### src/rtl/wb_regfile.sv
// ---------------------------------------------------------------------------
// wb_regfile
//
// GPR file plus HI/LO pair for the five-stage MIPS core. The write-back stage
// writes it and the decode stage reads it. It holds 31 stored GPRs, and $0 is
// hardwired to zero. It has two combinational read ports with a same-cycle
// write-to-read bypass, and registered HI/LO special registers.
//
// Ports:
//   clk     in   clock, all state updates on the rising edge
//   rst     in   synchronous active-high reset; clears GPRs, HI and LO
//   we      in   GPR write enable (WB wreg)
//   waddr   in   GPR write address (WB wd)
//   wdata   in   GPR write data (WB wdata)
//   re1     in   read port 1 enable
//   raddr1  in   read port 1 address
//   rdata1  out  read port 1 data, combinational
//   re2     in   read port 2 enable
//   raddr2  in   read port 2 address
//   rdata2  out  read port 2 data, combinational
//   whilo   in   HI/LO write enable (both written together)
//   hi_i    in   HI write data
//   lo_i    in   LO write data
//   hi_o    out  current HI, registered (not bypassed)
//   lo_o    out  current LO, registered (not bypassed)
// ---------------------------------------------------------------------------
module wb_regfile #(
    parameter int DATA_W = 32,
    parameter int ADDR_W = 5
) (
    input  logic              clk,
    input  logic              rst,
    input  logic              we,
    input  logic [ADDR_W-1:0] waddr,
    input  logic [DATA_W-1:0] wdata,
    input  logic              re1,
    input  logic [ADDR_W-1:0] raddr1,
    output logic [DATA_W-1:0] rdata1,
    input  logic              re2,
    input  logic [ADDR_W-1:0] raddr2,
    output logic [DATA_W-1:0] rdata2,
    input  logic              whilo,
    input  logic [DATA_W-1:0] hi_i,
    input  logic [DATA_W-1:0] lo_i,
    output logic [DATA_W-1:0] hi_o,
    output logic [DATA_W-1:0] lo_o
);

    localparam int unsigned NREG = 2 ** ADDR_W;

    // Entry 0 is deliberately absent: $0 is never stored.
    logic [DATA_W-1:0] regs_q [1:NREG-1];
    logic [DATA_W-1:0] hi_q;
    logic [DATA_W-1:0] lo_q;

    logic [DATA_W-1:0] store1;
    logic [DATA_W-1:0] store2;

    // GPR storage. The address is decoded per entry, so a write to $0 matches
    // nothing and is dropped without indexing outside the array.
    always_ff @(posedge clk) begin
        if (rst) begin
            for (int unsigned i = 1; i < NREG; i++) begin
                regs_q[i] <= '0;
            end
        end else if (we) begin
            for (int unsigned i = 1; i < NREG; i++) begin
                if (waddr == ADDR_W'(i)) begin
                    regs_q[i] <= wdata;
                end
            end
        end
    end

    // HI/LO storage, independent of GPR writes.
    always_ff @(posedge clk) begin
        if (rst) begin
            hi_q <= '0;
            lo_q <= '0;
        end else if (whilo) begin
            hi_q <= hi_i;
            lo_q <= lo_i;
        end
    end

    // Stored-value read muxes. No entry matches address 0, so the mux yields
    // 0 there.
    always_comb begin
        store1 = '0;
        store2 = '0;
        for (int unsigned i = 1; i < NREG; i++) begin
            if (raddr1 == ADDR_W'(i)) begin
                store1 = regs_q[i];
            end
            if (raddr2 == ADDR_W'(i)) begin
                store2 = regs_q[i];
            end
        end
    end

    // Read port resolution in priority order: reset, $0, disabled, bypass,
    // storage.
    always_comb begin
        if (rst) begin
            rdata1 = '0;
        end else if (raddr1 == '0) begin
            rdata1 = '0;
        end else if (!re1) begin
            rdata1 = '0;
        end else if (we && (waddr == raddr1)) begin
            rdata1 = wdata;
        end else begin
            rdata1 = store1;
        end
    end

    always_comb begin
        if (rst) begin
            rdata2 = '0;
        end else if (raddr2 == '0) begin
            rdata2 = '0;
        end else if (!re2) begin
            rdata2 = '0;
        end else if (we && (waddr == raddr2)) begin
            rdata2 = wdata;
        end else begin
            rdata2 = store2;
        end
    end

    assign hi_o = hi_q;
    assign lo_o = lo_q;

endmodule

### config.mk
export PLATFORM = sky130hd
export DESIGN_NAME = wb_regfile
export DESIGN_NICKNAME = d
export VERILOG_FILES = /design/src/rtl/wb_regfile.sv
export SDC_FILE = /design/constraint.sdc
export NUM_CORES = 2
export LEC_CHECK = 0
export ABC_AREA = 1
export CAP_MARGIN = 20
export CORE_MARGIN = 4
export CORE_UTILIZATION = 40
export DETAILED_ROUTE_END_ITERATION = 8
export PLACE_DENSITY = 0.7
export SLEW_MARGIN = 5
export SYNTH_ARGS = -nofsm -noshare
export SYNTH_HDL_FRONTEND = slang
export SYNTH_SLANG_ARGS = --single-unit
### constraint.sdc
create_clock -name clk -period 4 [get_ports clk]
set_input_delay 0.8 -clock clk [delete_from_list [all_inputs] [get_ports clk]]
set_output_delay 0.8 -clock clk [all_outputs]
set_load 0.05 [all_outputs]
# [Word level (Yosys, flattened, before mapping)]
# Memories as Yosys holds them, arrays and structs flattened.
# Cells that the tools add are included.
# Widths: inputs -> output; s select.
[totals] ff_bits=64 latch_bits=0 ramBits=992 rom_bits=0 input_bits=117 out_inout_bits=128 elab_cells=360 n_memories=1
[classes] add_sub_neg=0 mul=0 div=0 order_cmp=0 eq_ne=95 n_shift=0 muxes=227 bitwise_logic=31 reduce_logical=4
[mem_list] name="regs_q" words=31 width=32 rd=31 rd_ports_with_merged_regs=0 write_ports=31 line_no="52" text="logic [DATA_W-1:0] regs_q [1:NREG-1];"
[op_table] cell="$mux 32" n=101
[op_table] cell="$eq 5x5->1 const B" n=48
[op_table] cell="$mux 1" n=126
[op_table] cell="$eq 5x4->1 const B" n=24
[op_table] cell="$eq 5x3->1 const B" n=12
[op_table] cell="$or 1x1->1" n=31
[op_table] cell="$eq 5x2->1 const B" n=6
[op_table] cell="$eq 5x1->1 const B" n=3
[op_table] cell="$eq 5x5->1" n=2
[op_table] cell="$logic_not 5->1" n=2
[op_table] cell="$logic_and 1x1->1" n=2

# [Logic depth before layout (Yosys ltp)]
[logic_depth] word_depth=36 depth_mapped=25 mapped_depth_nobuf=24

# [Worst setup path before layout]
# No wires, ideal clock.
[synth_path] kind="in2reg" startpoint="in we" endpoint="reg regs_q[0][32] (netlist name)" setup_ns=0.466 t_arrival_ns=3.765 required_time_ns=3.534 slack_ns=-0.231 stages=5 n_path_buf=1 cell_sequence="inv_1 nor2_1 inv_1 clkbuf_1 o21ai_0"
[synth_lines] element="start, declared" line_no="33" text="input logic we,"

# [Worst setup path after layout]
[layout_path] startpoint="in raddr1[0]" endpoint="out rdata1[24]"
[layout_via] elab_chain_cells=36 elab_cells_between_ends=69 cone_classes="eq/ne: 32; mux: 35; reduce/logical: 2"
[layout_rtl] element="start, declared" line_no="37" text="input logic [ADDR_W-1:0] raddr1,"
[layout_rtl] element="$eq 5x1->1" line_no="92" text="if (raddr1 == ADDR_W'(i)) begin"
[layout_rtl] element="$mux 32 (31 in series)" line_no="92"
[layout_rtl] element="$mux 32" line_no="110" text="end else if (we && (waddr == raddr1)) begin"
[layout_rtl] element="$mux 32" line_no="108" text="end else if (!re1) begin"
[layout_rtl] element="$mux 32 *" line_no="106" text="end else if (raddr1 == '0) begin"
[layout_rtl] element="$mux 32 *" line_no="104" text="if (rst) begin"
[layout_rtl] element="end, declared" line_no="38" text="output logic [DATA_W-1:0] rdata1,"
# Mark *: on every way between the ends. The rest lies on a longest branch, timed or not.

==> parameters.txt <==
Parameter                              Value

Finish
  End-of-flow core utilization    0.5168
  Area growth from synthesis to layout    27.76%
  Count of nets after finishing    7415
  Share of cells above drive strength 1    0.2112
  Final cell area excluding filler cells    70370 um2

Synthesis
  Top cell type by total area after synthesis    edfxtp_1
  Distinct cell type count of the synthesized netlist    31
  Leading post-synthesis cells by cell area    edfxtp_1 (54%), nand2_1 (12%), nor2_1 (11%)
  Most instantiated library cell after synthesis    nand2_1
  Syn_nets    6891
  Post-Syn Area    55070 um2
  Post-synthesis cell count    6774
  Area share of the leading cell type in the synthesized netlist    0.5409
  Mean Syn Cell Area    8.130 um2
  Register bit total from synthesis    1056
  Proportion of register bits with asynchronous set or reset after synthesis    0
  Synth top cells by count    nand2_1 (1815), nor2_1 (1606), edfxtp_1 (992), inv_1 (576), nand4_1 (419)
  Number of flops mapped to enable cells by yosys    992
  Number of synthesis warnings    0
  Sequential-to-total area share from yosys stat    0.5641
  Main synth FF type    edfxtp_1

Pwr
  Sequential group share of total power    0.487
  Switching portion of total power    0.2741
  Combinational fraction of design power    0.135
  Leakage power of the design    28.40 nW
  Maximum ir drop on the vdd rail    340.6 uV
  PD cells    379.8 nW/um2
  Switching power total    0.007325 W
  Cell Int Power    0.01940 W
  Clk network pwr share    0.377

Route
  Detail-routed via count per cell    5.678
  Final routed DRC violation total    0
  WL final    205.7 mm
  Routed via count    52046
  DRT iter0 DRCs    7183
  Average wire per cell in the routed design    22.44 um
  Remaining antenna violation count after routing    0
  First-pass DRT Iterations    7

Worst hold path
  Path category of the worst min-delay check    reg -> reg
  Number of cells on the worst hold path    2

GRT
  GR Util All Layers    0.2778
  Largest net degree at the start of global routing    69
  Global-route wire length before repair    303.2 mm
  Number of antenna violations at the first check in global routing    3
  Via count of the first global-routing pass    50096
  Total global routing overflow    0

Clock tree
  Clk slew on worst S/H paths    0.06 ns
  Root buffer selected by CTS    clkbuf_16
  Maximum level of the CTS H-tree    3
  Maximum clock insertion buffer count    3
  Hold buffers post-CTS    0
  TritonCTS buffer count    111
  Number of sinks handled by clock tree synthesis    1056
  CTS tree    yes
  Clock insertion delay at the later pin of the skew report    0.75 ns

STA
  Maximum clock frequency    202.6 MHz
  Setup violation total in the final timing report    64
  Pin slew with the least headroom to its limit    0.9149 ns
  Number of hold-slack violations in the final timing report    0
  Period Utilization, post-route    1.234
  Setup repair after global routing missed its margin    true
  Worst slew margin relative to its limit    0.3894
  Post-Route Skew    0 ns
  Final worst setup slack    -0.9361 ns
  Shortest period the worst path allows    4.936 ns
  Slew Limit Fails    0

Place
  Estimated wirelength of the detail-placed design    142.5 mm
  Placement Cell Area    63390 um2
  Placer Congestion    0.9707
  Number of port buffers    244

Die
  Total I/O pin count    245
  Chip height    379.1 um
  Die width    379.1 um
  Initial core utilization    0.4045
  Area of the core    136100 um2
  Full die area    143700 um2
  Core Rows    135

Critical path
  Setup crit start kind    input port
  Number of cells on the worst reg-to-reg path    2
  Required time of the worst setup path    3.20 ns
  Largest fanout on the critical path    8
  Worst Path Class, Setup    in -> out
  Data arrival time of the critical path    4.14 ns
  Sort of element at the end of the critical path    output pin
  Reg-to-reg setup timing slack    3.33 ns

Outcome
  Violated checks    negative setup slack
  Outcome    complete, but fails checks

Job
  Total of max-cap violations    0
worst paths after layout:
| check | start | end |
|---|---|---|
| worst max-delay path | raddr1[0] | rdata1[24] |
| worst min-delay path | lo_o[9] | lo_o[9] |
| worst max register to register | lo_o[26] | lo_o[26] |
| worst min register to register | lo_o[9] | lo_o[9] |
logic make-up (layout without fill, tap and decap cells):
logic type / Yosys count / count (layout) / share of synthesized area
DFF: 1056 / 1056 / 0.5641
AOI/OAI and AO/OA: 433 / 433 / 0.03992
and+or+nand+nor: 4229 / 4229 / 0.3214
other: 0 / 1 / 0
buffers and inverters: 1054 / 1665 / 0.07420
xor gates and xnor gates: 2 / 2 / 0.0003181
critical path: stages:
cell	delay, ns
buf_6	0.11
nand2_8	0.08
inv_4	0.04
nand3_4	0.09
buf_4	0.14
buf_6	0.12
buf_4	0.14
nand3_2	0.11
nand2_4	0.09
nand4_1	0.15
nand2_1	0.13
nand4_1	0.13
nor2_1	0.13
nand4_1	0.20
nor2_1	0.16
nand4_1	0.22
nor2_1	0.18
nand4_1	0.15
nor2_1	0.18
nand4_1	0.12
nand2_1	0.09
nand4_1	0.14
nor2_4	0.21
nor2_2	0.06
buf_6	0.15
per-layer routing:
layer,share of wire,wire length (um),vias up,GRT usage
li1,-,-,23029,-
met1,0.38,77420,24838,0.3619
met2,0.45,92800,3559,0.4380
met3,0.12,25170,618,0.06792
met4,0.050,10270,2,0.1277
met5,0.000063,13,-,0
power groups by stage:
stage / clock network (W) / registers (W) / logic (W)
4_1_cts: 0.0101 / 0.0130 / 0.00350
2_1_floorplan: 0 / 0.0133 / 0.00155
6_report: 0.0101 / 0.0130 / 0.00362
3_3_place_gp: 0 / 0.0132 / 0.00319
5_1_grt: 0.0106 / 0.0131 / 0.00379
3_5_place_dp: 0 / 0.0132 / 0.00321
cells in the final DEF, fill, tap and decap left out, types with 64 or more instances in the layout:
cell type           n
dfxtp_1            64
nand3_2            80
nand2_1          1591
nor2_2            102
nand2_2           189
nand3_1           123
edfxtp_1          992
or2_2             133
o21ai_0           215
nor2_1           1488
a21oi_1           131
nand4_1           419
inv_1             545
clkdlybuf4s50_1   170
buf_6              93
clkbuf_16         113
buf_4             452
buf_12            125
state kept, by name, indices dropped and copies added, names as in the netlist:
register / cells
hi_o: 32
lo_o: 32
regs_q: 992
metrics by stage:
step | power [W] | worst slack, ns | std cells | hold WS, ns | TNS, ns
floorplan | 0.01486 | -0.2307 | 6774 | 0.7474 | -84.74
global route | 0.02746 | -0.9896 | 9167 | 0.5334 | -48.43
global placement | 0.01638 | -1.453 | 8870 | 0.4736 | -77.46
CTS | 0.02662 | -0.8743 | 9137 | 0.4986 | -35.55
finish | 0.02672 | -0.9361 | 9167 | 0.4945 | -40.54
detailed placement | 0.01643 | -1.491 | 8870 | 0.4831 | -79.21
layout make-up:
class | count | area, um2
Fill cell | 11997 | 65780
Sequential cell | 1056 | 31070
Multi-Input combinational cell | 4664 | 22070
Timing Repair Buffer | 874 | 9248
Clock buffer | 152 | 3055
Inverter | 591 | 2272
Tap cell | 1781 | 2228
Clock inverter | 48 | 415.4
Antenna cell | 1 | 2.502
repair_timing:
action,in CTS,in global routing
gates cloned,12,0
buffers inserted,57,41
gates resized for setup,571,213
endpoints found under the setup margin,64,64
pin swaps,283,389
No activity file was read; power rests on OpenSTA's default activity.
